===== src/rtl/udm_seq_mult_ctrl.sv =====
// udm_seq_mult_ctrl
//   Builds one WIDTH x WIDTH unsigned product from four passes through a shared
//   combinational SUB x SUB multiplier tile. The tile is driven with one pair of
//   operand halves per cycle, and the partial products are shift-accumulated.
//   The result is then offered on a valid/ready handshake.
//
// Ports
//   clk, rst             rising-edge clock, synchronous active-high reset
//   in_valid/in_ready    operand handshake; in_a, in_b unsigned operands
//   mul_a/mul_b          operand halves to the tile (0 when not multiplying)
//   mul_z                tile result, combinational from mul_a/mul_b
//   out_valid/out_ready  product handshake; product = accumulator
//   busy                 high while an operation is in flight (MUL or DONE)
//   op_count             completed handoffs, wraps modulo 2^CNT_W
module udm_seq_mult_ctrl #(
    parameter int WIDTH = 8,
    parameter int SUB   = 4,
    parameter int CNT_W = 16
) (
    input  logic               clk,
    input  logic               rst,
    input  logic               in_valid,
    output logic               in_ready,
    input  logic [WIDTH-1:0]   in_a,
    input  logic [WIDTH-1:0]   in_b,
    output logic [SUB-1:0]     mul_a,
    output logic [SUB-1:0]     mul_b,
    input  logic [2*SUB-1:0]   mul_z,
    output logic               out_valid,
    input  logic               out_ready,
    output logic [2*WIDTH-1:0] product,
    output logic               busy,
    output logic [CNT_W-1:0]   op_count
);

    typedef enum logic [1:0] {
        IDLE = 2'd0,
        MUL  = 2'd1,
        DONE = 2'd2
    } state_t;

    state_t             state_q, state_d;
    logic [1:0]         step_q, step_d;
    logic [2*WIDTH-1:0] acc_q, acc_d;
    logic [WIDTH-1:0]   op_a_q, op_a_d;
    logic [WIDTH-1:0]   op_b_q, op_b_d;
    logic [CNT_W-1:0]   cnt_q, cnt_d;
    logic               in_ready_q, in_ready_d;
    logic               out_valid_q, out_valid_d;
    logic               busy_q, busy_d;
    logic [SUB-1:0]     mul_a_q, mul_a_d;
    logic [SUB-1:0]     mul_b_q, mul_b_d;
    logic [2*WIDTH-1:0] pp;
    logic [2*WIDTH-1:0] pp_sh;

    always_comb begin
        // Zero-extend the tile result to accumulator width.
        pp = {{(2*WIDTH-2*SUB){1'b0}}, mul_z};
        // step[0] selects the A half and step[1] selects the B half, so the
        // weight is SUB per high half that is used.
        case (step_q)
            2'd0:    pp_sh = pp;
            2'd1,
            2'd2:    pp_sh = pp << SUB;
            default: pp_sh = pp << (2*SUB);
        endcase
    end

    always_comb begin
        state_d = state_q;
        step_d  = step_q;
        acc_d   = acc_q;
        op_a_d  = op_a_q;
        op_b_d  = op_b_q;
        cnt_d   = cnt_q;

        case (state_q)
            IDLE: begin
                if (in_valid) begin
                    op_a_d  = in_a;
                    op_b_d  = in_b;
                    acc_d   = '0;
                    step_d  = 2'd0;
                    state_d = MUL;
                end
            end
            MUL: begin
                acc_d  = acc_q + pp_sh;
                step_d = step_q + 2'd1;
                if (step_q == 2'd3)
                    state_d = DONE;
            end
            DONE: begin
                if (out_ready) begin
                    cnt_d   = cnt_q + CNT_W'(1);
                    state_d = IDLE;
                end
            end
            default: state_d = IDLE;
        endcase

        // The outputs are registered, so they are decoded from the next state.
        in_ready_d  = (state_d == IDLE);
        out_valid_d = (state_d == DONE);
        busy_d      = (state_d != IDLE);
        if (state_d == MUL) begin
            mul_a_d = step_d[0] ? op_a_d[WIDTH-1:SUB] : op_a_d[SUB-1:0];
            mul_b_d = step_d[1] ? op_b_d[WIDTH-1:SUB] : op_b_d[SUB-1:0];
        end else begin
            mul_a_d = '0;
            mul_b_d = '0;
        end
    end

    always_ff @(posedge clk) begin
        if (rst) begin
            state_q     <= IDLE;
            step_q      <= 2'd0;
            acc_q       <= '0;
            op_a_q      <= '0;
            op_b_q      <= '0;
            cnt_q       <= '0;
            in_ready_q  <= 1'b1;
            out_valid_q <= 1'b0;
            busy_q      <= 1'b0;
            mul_a_q     <= '0;
            mul_b_q     <= '0;
        end else begin
            state_q     <= state_d;
            step_q      <= step_d;
            acc_q       <= acc_d;
            op_a_q      <= op_a_d;
            op_b_q      <= op_b_d;
            cnt_q       <= cnt_d;
            in_ready_q  <= in_ready_d;
            out_valid_q <= out_valid_d;
            busy_q      <= busy_d;
            mul_a_q     <= mul_a_d;
            mul_b_q     <= mul_b_d;
        end
    end

    assign in_ready  = in_ready_q;
    assign out_valid = out_valid_q;
    assign busy      = busy_q;
    assign mul_a     = mul_a_q;
    assign mul_b     = mul_b_q;
    assign product   = acc_q;
    assign op_count  = cnt_q;

endmodule


===== config.mk =====
export PLATFORM = sky130hd
export DESIGN_NAME = udm_seq_mult_ctrl
export DESIGN_NICKNAME = d
export VERILOG_FILES = /design/src/rtl/udm_seq_mult_ctrl.sv
export SDC_FILE = /design/constraint.sdc
export NUM_CORES = 1
export LEC_CHECK = 0
export CORE_MARGIN = 2
export CORE_UTILIZATION = 53
export CTS_BUF_LIST = sky130_fd_sc_hd__clkbuf_8
export DETAILED_ROUTE_END_ITERATION = 12
export GPL_ROUTABILITY_DRIVEN = 0
export PLACE_DENSITY = 0.83
export SYNTH_ARGS = -nofsm -noshare
export SYNTH_HDL_FRONTEND = slang
export SYNTH_SLANG_ARGS = --single-unit

===== constraint.sdc =====
create_clock -name clk -period 2.95 [get_ports clk]
set_input_delay 0.295 -clock clk [delete_from_list [all_inputs] [get_ports clk]]
set_output_delay 0.295 -clock clk [all_outputs]
set_load 0.02 [all_outputs]

**Word level (Yosys, flattened, before mapping)**

Cells that the tools add are included.

- $add $sub $neg: 3
- $mul: 0
- Div/mod/pow operators: 0
- Magnitude comparators: 0
- Equality and inequality tests: 8
- Shift operators: 0
- Multiplexer cells: 15
- Bitwise gates (word level): 1
- Reduce and logical (&&, ||, !) cells: 9

Operator list:

| operator | count |
|---|---|
| $pmux W16 S2 | 2 |
| $mux W8 | 4 |
| $add A16 B1 Y16 const B | 1 |
| $add A16 B16 Y16 | 1 |
| $mux W16 | 1 |
| $eq A2 B2 Y1 const B | 4 |
| $mux W2 | 4 |
| $mux W4 | 2 |
| $eq A2 B1 Y1 const B | 3 |
| $logic_not A2 Y1 | 3 |
| $pmux W2 S3 | 1 |
| $pmux W2 S2 | 1 |
| $reduce_and A2 Y1 | 2 |
| $reduce_bool A2 Y1 | 2 |
| $reduce_or A2 Y1 | 2 |
| $add A2 B1 Y2 const B | 1 |
| $ne A2 B2 Y1 const B | 1 |
| $not A1 Y1 | 1 |

- Register bits after elaboration: 63
- Bits in latches: 0
- Memory bits (writable): 0
- Memory bits (read-only): 0
- Input port bits: 28
- Output and inout bits: 43
- Word-level logic and storage cells: 47
- Memories: 0

**Logic depth before layout (Yosys ltp)**

- Word-level depth: 6
- Depth in mapped cells: 12
- Gate-level depth less buffers: 12

**Worst setup path before layout**

OpenSTA, ideal clock, no wires.

- Kind: reg2reg
- From: register step_q[0]
- To: register acc_q[14], in the netlist product[14]
- Setup time: 0.117 ns
- Arrival: 2.623 ns
- Data required time: 2.833 ns
- Setup slack: 0.209 ns
- Cell stages (with the launch flop): 11
- Buffers on the path: 0
- Clock period less this slack: 2.741 ns
- Cells stage by stage: dfxtp_1 inv_1 ha_1 nor2b_1 a22o_1 ha_1 a21oi_4 o21ai_2 a221o_1 or3_1 a32o_1

- Word-level cells in the longest chain between the ends: 5
- Elaborated cells between the ends (all ways): 7
- Classes of those cells: add/sub: 1; eq/ne: 2; mux: 2; reduce/logical: 2

RTL lines:

| element | line | RTL |
|---|---|---|
| from (decl) | 43 | `logic [1:0] step_q, step_d;` |
| from (signal assigned) | 130 | `step_q <= step_d;` |
| $eq A2 B1 Y1 / $eq A2 B2 Y1 (equally long branches) | 61 | `case (step_q)` |
| $reduce_or A2 Y1 | 61 |  |
| $pmux W16 S2 (*) | 61 |  |
| $add A16 B16 Y16 (*) | 88 | `acc_d = acc_q + pp_sh;` |
| $pmux W16 S2 (*) | 77 | `case (state_q)` |
| to (signal assigned) | 119 | `acc_q <= '0;` |
| to (signal assigned) | 131 | `acc_q <= acc_d;` |
| to (decl) | 44 | `logic [2*WIDTH-1:0] acc_q, acc_d;` |

Every way passes the cells marked *; elsewhere a longest branch is shown, timed or not.
A chain may end at the register's enable or synchronous reset.

**Final worst setup path**

- From: register step_q[1]
- To: register acc_q[14], in the netlist product[14]

Same word-level chain as after synthesis.

==> summary.md <==
| Metric | Value |
|---|---|
| Top FF cell, synth | dfxtp_1 |
| H-tree Lvls | 3 |
| Drt first pass iters | 4 |
| Leakage | around 1.7 nW |
| Clk sink count | between 60 and 70 |
| Syn Nets | between 400 and 500 |
| Num rows | 28 |
| Root Buffer | clkbuf_8 |
| Setup TNS | 0 ns |
| Via count | 3090 |
| Final Hold Vio Count | 0 |
| RSZ-0062 raised after global routing | false |
| Die W | slightly above 80 um |
| Final setup vio count | 0 |
| Crit path time final | 2.86 ns |
| Share of the synthesized area in the top cell type | 38.0% |
| Worst-path clk slew | 0.07 ns |
| Sequential area share after synthesis | a little under two fifths |
| Mapped Cells | roughly 390 |
| Critical path startpoint category | flip-flop |
| Synth area leader | dfxtp_1 |
| Fmax | approximately 350 MHz |
| R2R setup slack | 0.09 ns |
| Final worst path period share | just under 100% |
| Initial antenna violation count | 0 |
| Max-slew headroom | ~48% |
| ANT cells | 0 |
| CTS buffer count | 9 |
| DP HPWL | 5950 um |
| Min-delay worst type | flip-flop to flip-flop |
| Max Slew Vio Count | 0 |
| Total core area | roughly 6000 um^2 |
| Result of the run | complete, no violations |
| Grt ovf | 0 |
| Critical Path Max Stage Delay | 0.38 ns |
| Ys Warns | 0 |
| Post-DRT Antenna Nets | 0 |
| Async S/R FF share, synth | 0% |
| CTS Buffer Depth | 2 |
| Fraction of layout instances using a drive strength above 1 | 11.3% |
| Avg Inst Size Synth | 8.47 um^2 |
| Slowest CP cell | dfxtp_1 |
| Crit. End Element | flip-flop |
| Critical path's most frequent cell | ha_1 |
| Max cap viols | 0 |
| Crit Path Category | flip-flop to flip-flop |
| # nets final | approximately 500 |
| Number of DRC markers in iteration 0 | 210 |
| Hold Buf Count CTS | 0 |
| Top post-synthesis cells by area | dfxtp_1 (38%), nand2_1 (7.3%), ha_1 (6.8%) |
| Non-filler instance count after layout | ~540 |
| Pin count of the biggest net entering global routing | 32 |
| Routed WL | between 8000 and 9000 um |
| Critical path required time | approximately 3.2 ns |
| Overall Global Routing Usage | 25.0% |
| IO Pins | just over 70 |
| VDD IR-drop max | roughly 390 uV |
| Pre-CTS setup slack | 0.0658 ns |
| CP Data Arrival Time | between 3 and 4 ns |
| Max FO, Critical Path | 6 |
| Fill cells | 408 |
| PortBufs | 70 |
| Clock latency at the later pin of the worst-skew pair | about 0.35 ns |
| Crit path cell chain | inv_1 -> ha_1 -> nor2b_2 -> a22o_1 -> ha_1 -> a21oi_2 -> o21bai_1 -> a221o_1 -> or3_1 -> a32o_1 |
| Vias per std cell | around 5.7 |
| Dpl cells | 528 |
| Die Area | roughly 7000 um^2 |
| #FFs+latches synth | 63 |
| P per Cell Area | around 510 nW/um^2 |
| Setup WS post-layout | about 0.09 ns |
| CTS tree | done |
| Fin area | 4380 um^2 |
| Initial Utilization | a little under three fifths |
| Clock Skews | 0.00729 ns |
| Vias in the first global route | 3024 |
| Placed Area | ~4100 um^2 |
| EDFF count, synth | 0 |
| Synthesis-to-finish area growth | 32.0% |
| Synth cell types | 56 |
| Drt wl/cell | 15.6 um |
| Synthesized area | around 3300 um^2 |
| Global-route wire length before repair | between 10000 and 15000 um |
| Die Height | approximately 83 um |
| # DRC | 0 |
| Worst-margin pin slew | between 0.7 and 0.8 ns |
what timing repair did:
| item | 4_1_cts | 5_1_grt |
|---|---|---|
| resized for setup | 0 | 7 |
| setup endpoints to repair | 0 | 3 |
| setup buffers | 0 | 0 |
metal layers:
metal	track usage, %	up-vias	share of wire (%)
met3	4.87	25	7.0
met4	12.1	0	2.7
met2	42.4	121	48
met5	0	-	0
li1	-	1527	-
met1	30.2	1417	42
final timing paths:
kind	cells after the start	start	endpoint
hold / removal	2	op_b_q[0]	op_b_q[0]
hold reg to reg	2	op_b_q[0]	op_b_q[0]
setup / recovery	10	step_q[1]	product[14]
setup reg to reg	10	step_q[1]	product[14]
synthesized netlist by cell type (8+ instances only):
master     n
nand2_1   65
dfxtp_1   63
nor2_1    39
a21oi_1   33
ha_1      18
xor2_1    17
clkbuf_1  13
inv_1     12
and2_1    10
o21ai_0   10
a22oi_1    9
nand4_1    9
mux2_2     8
sequential cells by signal, summed over array words and instances (netlist names):
name,count
step_q,2
state_q,2
busy,1
op_b_q,8
in_ready,1
mul_b,4
product,16
op_count,16
out_valid,1
mul_a,4
op_a_q,8
per-stage QoR:
stage | hold WS [ns] | total power [W] | util (%)
6_report | 0.451 | 0.00223 | 73.1
5_1_grt | 0.470 | 0.00231 | 73.1
4_1_cts | 0.454 | 0.00223 | 72.7
3_5_place_dp | 0.443 | 0.00127 | 68.5
3_3_place_gp | 0.438 | 0.00126 | 68.5
2_1_floorplan | 0.431 | 0.00115 | -
where the power goes:
part / switching [W] / internal, W / total, W
combinational: 0.000198 / 0.000167 / 0.000364
sequential: 0.0000214 / 0.000883 / 0.000904
clock: 0.000370 / 0.000590 / 0.000960
total: 0.000589 / 0.00164 / 0.00223
cell usage in the layout, fill, tap and decap left out, types with 3 or more instances in the layout:
| cell | count |
|---|---|
| a21oi_1 | 32 |
| a22o_1 | 4 |
| a22oi_1 | 9 |
| and2_1 | 10 |
| and4_1 | 3 |
| buf_4 | 10 |
| bufinv_16 | 3 |
| clkbuf_8 | 10 |
| clkdlybuf4s50_1 | 70 |
| dfxtp_1 | 62 |
| ha_1 | 18 |
| inv_1 | 12 |
| mux2_2 | 8 |
| nand2_1 | 65 |
| nand3_1 | 6 |
| nand4_1 | 9 |
| nor2_1 | 39 |
| nor2b_2 | 3 |
| o211ai_1 | 5 |
| o21a_1 | 3 |
| o21ai_0 | 10 |
| o21bai_1 | 3 |
| or3_1 | 4 |
| xnor2_1 | 4 |
| xor2_1 | 17 |
kinds of logic (layout without fill, tap and decap cells):
logic type | Yosys count | in the layout | share of synthesized area [%]
adder cells (fa/ha/maj) | 19 | 19 | 7.39
flip-flops | 63 | 63 | 38.0
buffers and inverters | 31 | 108 | 3.92
AO/OA/AOI/OAI | 97 | 97 | 20.6
XOR/XNOR | 21 | 21 | 5.54
AND/OR/NAND/NOR | 150 | 150 | 20.8
multiplexers | 11 | 11 | 3.73
critical path: cells and delay by family, from the launching register on:
kind | cells | cell delay (ns)
buffers and inverters | 1 | 0.06
flip-flops | 1 | 0.38
AO/OA/AOI/OAI | 5 | 1.11
AND/OR/NAND/NOR | 2 | 0.54
adder cells (fa/ha/maj) | 2 | 0.67
area by class of cell:
cell class	count	area [um^2]	share of cell area, %
tap	75	93.8	2.14
clock buffer	10	138	3.14
clock inverter	6	115	2.63
timing repair buffer	80	776	17.7
multi-input combinational	298	1950	44.5
sequential	63	1260	28.8
inverter	12	45.0	1.03
No activity file was read; power rests on OpenSTA's default activity.
==> patch, RTL diff (same settings) <==
Take the reset off `op_a_q` and `op_b_q` and load them in a clocked block of their own.
--- a/src/rtl/udm_seq_mult_ctrl.sv
+++ b/src/rtl/udm_seq_mult_ctrl.sv
@@ -117,8 +117,6 @@
             state_q     <= IDLE;
             step_q      <= 2'd0;
             acc_q       <= '0;
-            op_a_q      <= '0;
-            op_b_q      <= '0;
             cnt_q       <= '0;
             in_ready_q  <= 1'b1;
             out_valid_q <= 1'b0;
@@ -129,8 +127,6 @@
             state_q     <= state_d;
             step_q      <= step_d;
             acc_q       <= acc_d;
-            op_a_q      <= op_a_d;
-            op_b_q      <= op_b_d;
             cnt_q       <= cnt_d;
             in_ready_q  <= in_ready_d;
             out_valid_q <= out_valid_d;
@@ -138,6 +134,11 @@
             mul_a_q     <= mul_a_d;
             mul_b_q     <= mul_b_d;
         end
+    end
+
+    always_ff @(posedge clk) begin
+        op_a_q <= op_a_d;
+        op_b_q <= op_b_d;
     end
 
     assign in_ready  = in_ready_q;
Formal check against the unedited RTL: same outputs for any inputs over 10 cycles, from zero or initial values and one cycle with rst high; that may be too few to reach the edited logic, so the function may still have changed.
==> patch against the original RTL <==
Routed wire length fell by 11%; clock power fell by 26%; synthesized cell count fell by 11%; die area fell by 0.97%; power fell by 8.6%; synthesized area fell by 1.0%; non-clock buffer count fell by 4; worst hold slack improved by 0.011 ns; design area fell by 2.9%; sequential cell count did not move; cell count fell by 7.5%; worst setup slack improved by 0.079 ns; global-route usage fell by 1.5 points; critical path type unchanged.
==> patch: results (changes against the original RTL) <==
| Metric | Value |
|---|---|
| Status | `finished clean` |
| Top cells by count, synth | `dfxtp_1 (63), nor2_1 (42), nand2_1 (20)` |
| WL met1 | `3.29 mm (-8.4%)` |
| Met3 wire length | `443 um (-25%)` |
| Library cells used by synthesis | `60 (+7.1%)` |
| Placed cell count | `488 (-7.6%)` |
| Register area share after synthesis | `38.4% (+0.39 points)` |
| Leak pwr | `1.72 nW (-1.5%)` |
| Worst IR Drop VDD | `482 uV (+25%)` |
| HPWL Detailed | `5.57 mm (-6.3%)` |
| Synth Area in Compound Gates | `17.3% (-3.4 points)` |
| Wirelength per Cell | `14.9 um (-4.0%)` |
| Post-synthesis adder-cell area fraction | `7.46% (+0.076 points)` |
| Power Total | `2.04 mW (-8.6%)` |
| Hold WS | `0.462 ns (+0.0110 ns)` |
| Met3 Use GR | `5.98% (+1.1 points)` |
| Post-DR vias/cell | `5.68 (about the same)` |
| Global-route wire length before repair | `12.3 mm (-13%)` |
| Post-synthesis mux area share | `8.30% (+4.6 points)` |
| Post-DP Area | `0.00405 mm2 (-1.3%)` |
| Pre-CTS setup slack | `0.0867 ns (+0.0209 ns)` |
| Clock Skew | `0.00755 ns (+0.000259 ns)` |
| Minimum clock period | `2.78 ns (-0.0788 ns)` |
| Mapped Nets | `396 (-9.8%)` |
| Clock group | `0.710 mW (-26%)` |
| Layout Cells excl Fill | `503 (-7.5%)` |
| Worst-margin pin slew | `0.671 ns (-0.114 ns)` |
| HP Start | `op_a_q[3]$_DFF_P_` |
| Synth Area in XOR/XNOR | `5.33% (-0.21 points)` |
| R2R Setup Slk | `0.17 ns (+0.08 ns)` |
| Worst Path Arrival | `3.01 ns (-0.09 ns)` |
| Met2 WL post-DR | `3.62 mm (-11%)` |
| Vias in the first global route | `2678 (-11%)` |
| Main area contributors after synthesis | `dfxtp_1 (38%), ha_1 (6.9%), mux2_2 (4.8%)` |
| Iter 0 DRT Violations | `149 (-29%)` |
| Fin nets | `471 (-7.8%)` |
| Gr usage total | `23.5% (-1.5 points)` |
| Worst skew pair latency | `0.33 ns (-0.02 ns)` |
[patch: cell count changes in the layout (fill, tap and decap cells not counted), moves of 4 or more]
| cell | before | now |
|---|---|---|
| mux2i_1 | 2 | 10 |
| mux2_2 | 8 | 14 |
| a21oi_1 | 32 | 17 |
| xor2_1 | 17 | 10 |
| xnor2_1 | 4 | 10 |
| nand2_1 | 65 | 20 |
| buf_4 | 10 | 6 |
| o21ai_1 | 0 | 4 |
[patch: tightest hold or removal path, cell delays in order (launching register included)]
cell and delay (ns):
dfxtp_1 0.31, mux2i_1 0.07, inv_1 0.05
[patch: final cells by class]
type | count | area, um2
flip-flops and latches | 63 | 1260
multi-input cells | 263 | 1930
inverters | 11 | 41.3
repair buffers | 76 | 746
fillers | 472 | 1700
clock buffers | 9 | 124
clock inverters | 6 | 62.6
well taps | 75 | 93.8
[patch: what timing repair did]
item	4_1_cts	5_1_grt
gates resized for setup	0	7
setup buffers	0	0
endpoints found under the setup margin	0	5
endpoints found under the hold margin	0	0
